==> src/rtl/uart_rx_fifo.sv <==
`default_nettype none
// ============================================================================
// Module      : uart_rx_fifo
// Description : Circular FIFO that buffers UART RX bytes and their error flags,
//               with occupancy, sticky overflow and a registered pop port.
//               Optional UART_RX_FIFO_ERR_DROP_EN discards error bytes and
//               counts them on drop_cnt.
// Revision    : 1.0 - initial release
// ============================================================================
module uart_rx_fifo #(
    parameter int DEPTH_LOG2 = 4,
    parameter int DATA_W     = 8
) (
    input  logic                  clock,
    input  logic                  reset_n,
    input  logic                  wr_valid,
    input  logic [DATA_W-1:0]     wr_data,
    input  logic                  wr_parity_err,
    input  logic                  wr_stop_err,
    input  logic                  rd_en,
    input  logic                  ovf_clr,
    output logic [DATA_W-1:0]     rd_data,
    output logic                  rd_err,
    output logic                  rd_valid,
    output logic                  empty,
    output logic                  full,
    output logic [DEPTH_LOG2:0]   count,
    output logic                  overflow,
    output logic [7:0]            drop_cnt
);

    localparam logic [DEPTH_LOG2:0] c_DEPTH = (DEPTH_LOG2+1)'(1) << DEPTH_LOG2;

    logic [DATA_W:0]       r_mem [0:(1<<DEPTH_LOG2)-1];
    logic [DEPTH_LOG2-1:0] r_wr_ptr;
    logic [DEPTH_LOG2-1:0] r_rd_ptr;
    logic [DEPTH_LOG2:0]   r_count;
    logic                  r_overflow;
    logic [DATA_W-1:0]     r_rd_data;
    logic                  r_rd_err;
    logic                  r_rd_valid;

    logic                  w_is_err;
    logic                  w_entry_err;
    logic                  w_wr_req;
    logic                  w_empty;
    logic                  w_full;
    logic                  w_rd_acc;
    logic                  w_wr_acc;
    logic                  w_ovf_set;

    assign w_is_err = wr_parity_err | wr_stop_err;

`ifdef UART_RX_FIFO_ERR_DROP_EN
    logic [7:0] r_drop_cnt;

    // Error bytes never reach the FIFO, so they can neither be stored nor overflow.
    assign w_wr_req    = wr_valid & ~w_is_err;
    assign w_entry_err = 1'b0;

    always_ff @(posedge clock or negedge reset_n) begin
        if (!reset_n) begin
            r_drop_cnt <= 8'd0;
        end else if (wr_valid && w_is_err && (r_drop_cnt != 8'hFF)) begin
            r_drop_cnt <= r_drop_cnt + 8'd1;
        end
    end

    assign drop_cnt = r_drop_cnt;
`else
    assign w_wr_req    = wr_valid;
    assign w_entry_err = w_is_err;
    assign drop_cnt    = 8'd0;
`endif

    assign w_empty   = (r_count == '0);
    assign w_full    = (r_count == c_DEPTH);
    assign w_rd_acc  = rd_en & ~w_empty;
    // A write into a full FIFO is accepted only when a read frees a slot this cycle.
    assign w_wr_acc  = w_wr_req & (~w_full | w_rd_acc);
    assign w_ovf_set = w_wr_req & ~w_wr_acc;

    always_ff @(posedge clock) begin
        if (w_wr_acc) begin
            r_mem[r_wr_ptr] <= {w_entry_err, wr_data};
        end
    end

    always_ff @(posedge clock or negedge reset_n) begin
        if (!reset_n) begin
            r_wr_ptr   <= '0;
            r_rd_ptr   <= '0;
            r_count    <= '0;
            r_overflow <= 1'b0;
            r_rd_data  <= '0;
            r_rd_err   <= 1'b0;
            r_rd_valid <= 1'b0;
        end else begin
            r_rd_valid <= w_rd_acc;
            if (w_wr_acc) begin
                r_wr_ptr <= r_wr_ptr + 1'b1;
            end
            if (w_rd_acc) begin
                r_rd_ptr  <= r_rd_ptr + 1'b1;
                r_rd_data <= r_mem[r_rd_ptr][DATA_W-1:0];
                r_rd_err  <= r_mem[r_rd_ptr][DATA_W];
            end
            case ({w_wr_acc, w_rd_acc})
                2'b10:   r_count <= r_count + 1'b1;
                2'b01:   r_count <= r_count - 1'b1;
                default: r_count <= r_count;
            endcase
            if (w_ovf_set) begin
                r_overflow <= 1'b1;
            end else if (ovf_clr) begin
                r_overflow <= 1'b0;
            end
        end
    end

    assign rd_data  = r_rd_data;
    assign rd_err   = r_rd_err;
    assign rd_valid = r_rd_valid;
    assign empty    = w_empty;
    assign full     = w_full;
    assign count    = r_count;
    assign overflow = r_overflow;

endmodule
`default_nettype wire

==> config.mk <==
export PLATFORM = sky130hd
export DESIGN_NAME = uart_rx_fifo
export DESIGN_NICKNAME = d
export VERILOG_FILES = /design/src/rtl/uart_rx_fifo.sv
export SDC_FILE = /design/constraint.sdc
export NUM_CORES = 1
export LEC_CHECK = 0
export ABC_AREA = 1
export CAP_MARGIN = 10
export CORE_MARGIN = 2
export CORE_UTILIZATION = 25
export DETAILED_ROUTE_END_ITERATION = 12
export PLACE_DENSITY_LB_ADDON = 0.3
export SYNTH_ARGS = -nofsm -noshare
export SYNTH_HDL_FRONTEND = slang
export SYNTH_SLANG_ARGS = --single-unit
==> constraint.sdc <==
create_clock -name clock -period 2.65 [get_ports clock]
set_input_delay 0.53 -clock clock [delete_from_list [all_inputs] [get_ports clock]]
set_output_delay 0.53 -clock clock [all_outputs]
set_load 0.01 [all_outputs]
==> impl_metrics.tcl, run 1 <==
set metrics [dict create \
    ir_drop_mv 0.531 \
    n_fill_cell 3082 \
    core_area_sq_um 29500 \
    grt_pass1_vias 4691 \
    post_drt_via_cell_ratio 4.15 \
    hold_buffers 0 \
    startpoint_type "flop" \
    path_delay_family "buffers and inverters" \
    finalWorstSetupSlack_ns 0.316 \
    layout.cells.most_common_list "nand2_1, edfxtp_1, nand3_1" \
    numPortBuffers 32 \
    gp_congestion 0.772 \
    cts.root.buffer_cell "clkbuf_16" \
    gr-usage-all-layers_pct 11.5 \
    synth.distinct_cells 31 \
    multi_input_area_sq_um 1920 \
    setup_violations 0 \
    ios 41 \
    ant_nets 0 \
    finalCritPeriodShare_pct 88.1 \
    initial_utilization_pct 25.3 \
    cp.required_ns 2.12 \
    fin_util_pct 29.9 \
    cts_tree "built" \
    async_flop_share_pct 14.3 \
    grt_pass1_wl_um 26500 \
    clock_latency_ns 0.42 \
    outcome "complete, no violations" \
    endpoint_kind "primary output" \
    crit_type "reg -> out" \
    antenna_found_initial 0 \
    syn_avg_cell_area_sq_um 10.5 \
    cap_violations 0 \
    placed_area_sq_um 8210 \
    slew_viol_final 0 \
    overflow 0 \
    vias 4796 \
    p_leak_uw 0.00366 \
    synth_edf_count 144 \
    tightest_slew_ns 0.812 \
    layout_commonest_cell "nand2_1" \
    drt_iter0_drc 332 \
    ys_ff_latch 168 \
    cts_max_level 4 \
    rsz0062_at_grt "false" \
    cts_buffer_depth 2 \
    cp.arrival_ns 1.80 \
    wl_um 17300 \
    seq_area_frac_synth_pct 66.1 \
    diodes 0 \
    firstDrtPassIters 5 \
    die_y_um 177 \
    avgRoutedWirePerCell_um 14.9 \
    cts.sinks 168 \
    cp_max_fo 5 \
    cts_resized 0 \
    final_nets 777 \
    synthCells 709 \
    num_rows 63 \
    holdWs_ns 0.479 \
    max_freq_ghz 0.429 \
    hold_path.class "in -> async" \
    min_period_ns 2.33 \
    hold_viol 0 \
    pwr_density_cell_nw_per_um2 1030 \
    syn2layout_area_growth_pct 18.2 \
    yosysWarningCount 0 \
    cts_setup_buffers 0 \
    syn_area_sq_um 7450 \
    slew_headroom_pct 45.7 \
    dp_slack_ns 0.138 \
    die_area_sq_um 31200 \
    setup_tns_ns 0 \
    drc 0 \
    register_area_sq_um 4930 \
    crit_chain "nor2_2 > nand3_2 > inv_1 > clkdlybuf4s50_1" \
    setup.worst_path.start "count[1]" \
    clk_pin_slew_ns 0.06 \
    final_area_sq_um 8810 \
    max_stage_delay_ns 0.53 \
    cp_num_buf_inv 2 \
    die_x_um 177 \
    drive_gt1_share_pct 9.01 \
    clock-skew-final_ns 0.00917 \
    place_hpwl_um 10900 \
    reg2reg_from "count[1]" \
    cts_made_buffers 17 \
    cpMaxStageDelayCell "clkdlybuf4s50_1" \
    grt_max_degree 65 \
    yosys_most_used_dff "edfxtp_1" \
]
## worst paths after layout
kind,slack [ns],depth (start not counted),to
min reg2reg,0.48,2,rd_data[0]
max in group asynchronous,1.89,2,r_rd_ptr[0]
max,0.32,4,full
max reg2reg,0.65,6,r_mem[1][7]
min,0.48,2,rd_valid
min in group clock,0.48,2,rd_data[0]
## registers in the layout (all words and copies together) (netlist names)
| name | count |
|---|---|
| overflow | 1 |
| r_rd_ptr | 4 |
| rd_valid | 1 |
| r_mem | 144 |
| rd_data | 8 |
| rd_err | 1 |
| r_wr_ptr | 4 |
| count | 5 |
## per-stage QoR
stage,total power (uW),std cells
after floorplan,5630,716
after global placement,6680,1124
after detailed placement,6680,1124
after CTS,9220,1156
after global routing,9650,1156
final,9090,1156
## cells by family (layout without fill, tap and decap cells)
family                     after synthesis  in the layout  share of synthesized area (%)
AOI/OAI and AO/OA                       19             19                           1.78
other                                    1              8                         0.0503
DFF                                    168            168                           66.1
buffers and inverters                  136            186                           8.49
and+or+nand+nor                        367            367                           20.8
adders and majority gates                9              9                           1.61
xor gates and xnor gates                 9              9                           1.16
## where the power goes
part           switching, uW  internal [uW]  leakage, uW
logic                   2050           1030      0.00180
registers                240           3260      0.00158
clock network           1020           1490     0.000281
total                   3310           5780      0.00366
## synth_stat cells (all sizes together), types with 4 or more instances
master,instances,area (sq um)
nand2,245,945
edfxtp,144,4320
inv,98,370
nand3,98,505
buf,34,248
dfrtp,24,601
nor2,21,83.8
o211ai,9,67.6
ha,8,100
xor2,8,77.6
a21oi,5,25.0
o21ai,4,31.3
## final cells by class
| class | count | share of cell area, % |
|---|---|---|
| clock buffer | 18 | 4.87 |
| clock inverter | 14 | 1.96 |
| tap | 390 | 5.54 |
| inverter | 100 | 4.29 |
| multi-input combinational | 412 | 21.8 |
| sequential | 168 | 55.9 |
| timing repair buffer | 54 | 5.65 |
## metal layers
| layer | routed length [um] | track usage (%) | vias to the layer above |
|---|---|---|---|
| met2 | 8330 | 18.7 | 96 |
| met4 | 431 | 5.03 | 0 |
| li1 | - | - | 2370 |
| met3 | 500 | 2.53 | 25 |
| met1 | 8000 | 14.8 | 2305 |
| met5 | 0 | 0 | - |
Power figures use the tool's default switching activity.
==> run 2, diff against run 1 <==
--- a/config.mk
+++ b/config.mk
@@ -7,7 +7,7 @@
 export LEC_CHECK = 0
 export ABC_AREA = 1
 export CAP_MARGIN = 10
-export CORE_MARGIN = 2
+export CORE_MARGIN = 3
 export CORE_UTILIZATION = 25
 export DETAILED_ROUTE_END_ITERATION = 12
 export PLACE_DENSITY_LB_ADDON = 0.3
==> run 2 against run 1 <==
Total power increased by 0.48%. Worst setup slack worse by 0.014 ns. First-iteration DRC count shrank 4.2%. Critical endpoint unchanged. Largest power group unchanged.
==> impl_metrics.tcl, run 2 (synthesis results as in run 1) <==
set metrics [dict create \
    outcome "complete, no violations" \
    pwr_density_cell_nw_per_um2 1030 \
    die_area_sq_um 31900 \
    finalCritPeriodShare_pct 88.6 \
    cpMaxStageDelayCell "clkdlybuf4s50_1" \
    rr_worst_depth 13 \
    ios 41 \
    crit_type "reg -> out" \
    overflow 0 \
    largest_reg_flops 144 \
    cts.sinks 168 \
    ant_nets 0 \
    cts_made_buffers 17 \
    holdWs_ns 0.478 \
    ff2ff_setup_slack_ns 0.67 \
    reg2reg_from "count[0]" \
    endpoint_kind "primary output" \
    drive_gt1_share_pct 10.4 \
    setup_violations 0 \
    tightest_slew_ns 0.722 \
    cts_resized 0 \
    cts_buffer_depth 2 \
    layout_commonest_cell "nand2_1" \
    cts_tree "built" \
    rsz0062_at_grt "false" \
    cp_num_buf_inv 2 \
    cts_max_level 4 \
    path_delay_family "buffers and inverters" \
    grt_pass1_wl_um 27000 \
    register_area_sq_um 4930 \
    max_freq_ghz 0.426 \
    cp.required_ns 2.12 \
    grt_max_degree 47 \
    setup_tns_ns 0 \
    place_hpwl_um 11500 \
    clock_latency_ns 0.43 \
    core_area_sq_um 29000 \
    multi_input_area_sq_um 1920 \
    crit_chain "nor2_2 > nand3_2 > inv_1 > clkdlybuf4s50_1" \
    die_y_um 179 \
    ir_drop_mv 0.522 \
    numPortBuffers 32 \
    post_drt_via_cell_ratio 4.12 \
    vias 4786 \
    firstDrtPassIters 5 \
    cp_max_fo 5 \
    hold_path.class "in -> async" \
    die_x_um 179 \
    cp.arrival_ns 1.82 \
    gp_congestion 0.780 \
    layout.cells.most_common_list "nand2_1, edfxtp_1, nand3_1" \
    slew_viol_final 0 \
    cts_setup_buffers 0 \
    p_leak_uw 0.00372 \
    max_stage_delay_ns 0.53 \
    clk_pin_slew_ns 0.07 \
    diodes 0 \
    regMostFlops "r_mem" \
    cts.root.buffer_cell "clkbuf_16" \
    cap_violations 0 \
    grt_pass1_vias 4847 \
    avgRoutedWirePerCell_um 14.9 \
    clock-skew-final_ns 0.00993 \
    final_nets 789 \
    r2r_end "count[4]" \
    num_rows 62 \
    initial_utilization_pct 25.7 \
    n_fill_cell 3008 \
    startpoint_type "flop" \
    antenna_found_initial 0 \
    syn2layout_area_growth_pct 19.2 \
    drc 0 \
    drt_iter0_drc 318 \
    min_period_ns 2.35 \
    hold_buffers 0 \
    slew_headroom_pct 51.7 \
    wl_um 17400 \
    hold_viol 0 \
    gr-usage-all-layers_pct 11.5 \
]
==> run 2: changes by cell type in the layout (fill, tap and decap cells not counted), sizes merged <==
cell,delta
buf,+12
clkinv,+3
clkbuf,-1
clkinvlp,-1
inv,-1
==> run 2: report_power, final <==
part,leakage (uW),switching [uW],internal (uW)
Clock,0.000285,1040,1480
Sequential,0.00158,212,3260
Combinational,0.00185,2080,1050
==> run 2: worst max path at each step <==
| stage | slack [ns] | from | depth (start not counted) | endpoint |
|---|---|---|---|---|
| 2_1_floorplan | 0.74 | count[1] | 13 | count[4] |
| 3_3_place_gp | 0.28 | rd_en | 12 | count[4] |
| 3_5_place_dp | 0.25 | wr_valid | 11 | count[4] |
| 4_1_cts | 0.26 | count[1] | 4 | full |
| 5_1_grt | 0.19 | count[0] | 4 | full |
| 6_report | 0.30 | count[0] | 4 | full |
==> run 2: cell type report <==
| class | count | share of cell area (%) |
|---|---|---|
| Timing Repair Buffer | 66 | 6.48 |
| Multi-Input combinational cell | 412 | 21.6 |
| Sequential cell | 168 | 55.4 |
| Clock buffer | 17 | 4.79 |
| Tap cell | 384 | 5.41 |
| Clock inverter | 15 | 2.00 |
| Inverter | 100 | 4.25 |
==> run 2: per-layer routing <==
layer / up-vias / global-route usage [%] / wire length (um)
li1: 2397 / - / -
met1: 2259 / 14.5 / 7720
met2: 102 / 18.8 / 8540
met3: 28 / 2.92 / 690
met4: 0 / 4.58 / 423
met5: - / 0 / 0
==> run 2: metrics by stage <==
step	std cells	total power, uW	worst slack, ns	utilization (%)	area (sq um)
4_1_cts	1162	9250	0.265	30.6	8890
5_1_grt	1162	9740	0.191	30.6	8890
3_3_place_gp	1130	6700	0.276	28.5	8280
6_report	1162	9140	0.303	30.6	8890
2_1_floorplan	716	5630	0.744	-	7480
3_5_place_dp	1130	6700	0.250	28.5	8280
==> run 3, diff against run 2 <==
--- a/config.mk
+++ b/config.mk
@@ -10,6 +10,7 @@
 export CORE_MARGIN = 3
 export CORE_UTILIZATION = 25
 export DETAILED_ROUTE_END_ITERATION = 12
+export GPL_TIMING_DRIVEN = 0
 export PLACE_DENSITY_LB_ADDON = 0.3
 export SYNTH_ARGS = -nofsm -noshare
 export SYNTH_HDL_FRONTEND = slang
==> run 3 against run 2 <==
Clock-buffer cell count grew 2. Global-route usage up 0.50 points. Combinational power rose by 8.3%. Via count grew 2.4%. Total power grew 3.1%. Clock power up 2%. Highest routed layer unchanged. Non-clock buffer count is 3 higher.
==> impl_metrics.tcl, run 3 (synthesis results as in run 1) <==
set metrics [dict create \
    outcome "complete, no violations" \
    largest_reg_flops 144 \
    cap_violations 0 \
    slew_headroom_pct 33.6 \
    min_period_ns 2.35 \
    cts_made_buffers 17 \
    clock-skew-final_ns 0.0114 \
    cp-endpoint "full" \
    grt_pass1_wl_um 28000 \
    antenna_found_initial 0 \
    cts_tree "built" \
    startpoint_type "flop" \
    drc 0 \
    setup.worst_path.start "count[1]" \
    overflow 0 \
    reg2reg_from "count[1]" \
    cp_num_buf_inv 2 \
    rsz0062_at_grt "false" \
    num_rows 62 \
    ios 41 \
    finalWorstSetupSlack_ns 0.296 \
    die_y_um 179 \
    setup_violations 0 \
    holdWs_ns 0.390 \
    cp.required_ns 2.12 \
    layout.cells.most_common_list "nand2_1, edfxtp_1, nand3_1" \
    initial_utilization_pct 25.7 \
    firstDrtPassIters 5 \
    cp.arrival_ns 1.82 \
    core_area_sq_um 29000 \
    path_delay_family "buffers and inverters" \
    hold_viol 0 \
    post_drt_via_cell_ratio 4.21 \
    slew_viol_final 0 \
    clk_pin_slew_ns 0.06 \
    grt_pass1_vias 4716 \
    pwr_density_cell_nw_per_um2 1060 \
    max_freq_ghz 0.425 \
    tightest_slew_ns 0.993 \
    cts_setup_buffers 0 \
    fin_util_pct 30.7 \
    cts.root.buffer_cell "clkbuf_16" \
    final_nets 792 \
    drive_gt1_share_pct 10.1 \
    ant_nets 0 \
    layout_commonest_cell "nand2_1" \
    hold_path.class "in -> async" \
    cts.sinks 168 \
    p_leak_uw 0.00374 \
    endpoint_kind "primary output" \
    clock_latency_ns 0.42 \
    ff2ff_setup_slack_ns 0.43 \
    wl_um 18200 \
    numPortBuffers 32 \
    cts_buffer_depth 2 \
    ir_drop_mv 0.495 \
    crit_chain "nor2_2 > nand3_2 > inv_1 > clkdlybuf4s50_1" \
    die_area_sq_um 31900 \
    finalCritPeriodShare_pct 88.8 \
    cp_num_cells 4 \
    gp_congestion 0.814 \
    place_hpwl_um 12100 \
    die_x_um 179 \
    crit_type "reg -> out" \
    max_stage_delay_ns 0.53 \
    regMostFlops "r_mem" \
    cts_resized 0 \
    r2r_end "count[4]" \
    diodes 0 \
    rr_worst_depth 13 \
    cts_max_level 4 \
    dp_slack_ns -0.0192 \
    drt_iter0_drc 447 \
    avgRoutedWirePerCell_um 15.7 \
    gr-usage-all-layers_pct 12.0 \
    vias 4902 \
    cpMaxStageDelayCell "clkdlybuf4s50_1" \
    syn2layout_area_growth_pct 19.6 \
    hold_buffers 0 \
    cp_max_fo 5 \
    n_fill_cell 3024 \
    grt_max_degree 25 \
]
-- run 3: metal layers --
| metal | wire length, um | vias to the layer above | track usage [%] |
|---|---|---|---|
| met5 | 0 | - | 0 |
| met3 | 882 | 31 | 2.67 |
| met1 | 8630 | 2328 | 16.6 |
| li1 | - | 2407 | - |
| met4 | 694 | 0 | 5.71 |
| met2 | 8030 | 136 | 17.7 |
-- run 3: worst min path at each step --
stage / depth (start not counted) / to
2_1_floorplan: 0 / count[0]
3_3_place_gp: 2 / rd_data[1]
3_5_place_dp: 2 / rd_data[1]
4_1_cts: 2 / rd_data[1]
5_1_grt: 1 / count[2]
6_report: 1 / count[2]
-- run 3: where the power goes --
group | internal (uW) | switching, uW
Combinational | 1160 | 2240
Sequential | 3270 | 181
Clock | 1570 | 1010
-- run 3: cell type report --
class	instances	area [sq um]	share of cell area, %
plain buffers	36	255	2.86
repair buffers	33	345	3.87
clock inverters	13	178	1.99
clock buffers	19	433	4.85
multi-input cells	412	1920	21.6
flip-flops and latches	168	4920	55.2
well taps	384	480	5.39
inverters	100	378	4.24
-- run 3: per-stage QoR --
step,setup TNS (ns),total power (uW),instance area [sq um],std cells
global placement,-0.350,6890,8280,1132
floorplan,0,5630,7480,716
global route,0,10000,8920,1165
finish,0,9430,8920,1165
CTS,0,9490,8890,1164
detailed placement,-0.376,6910,8280,1132
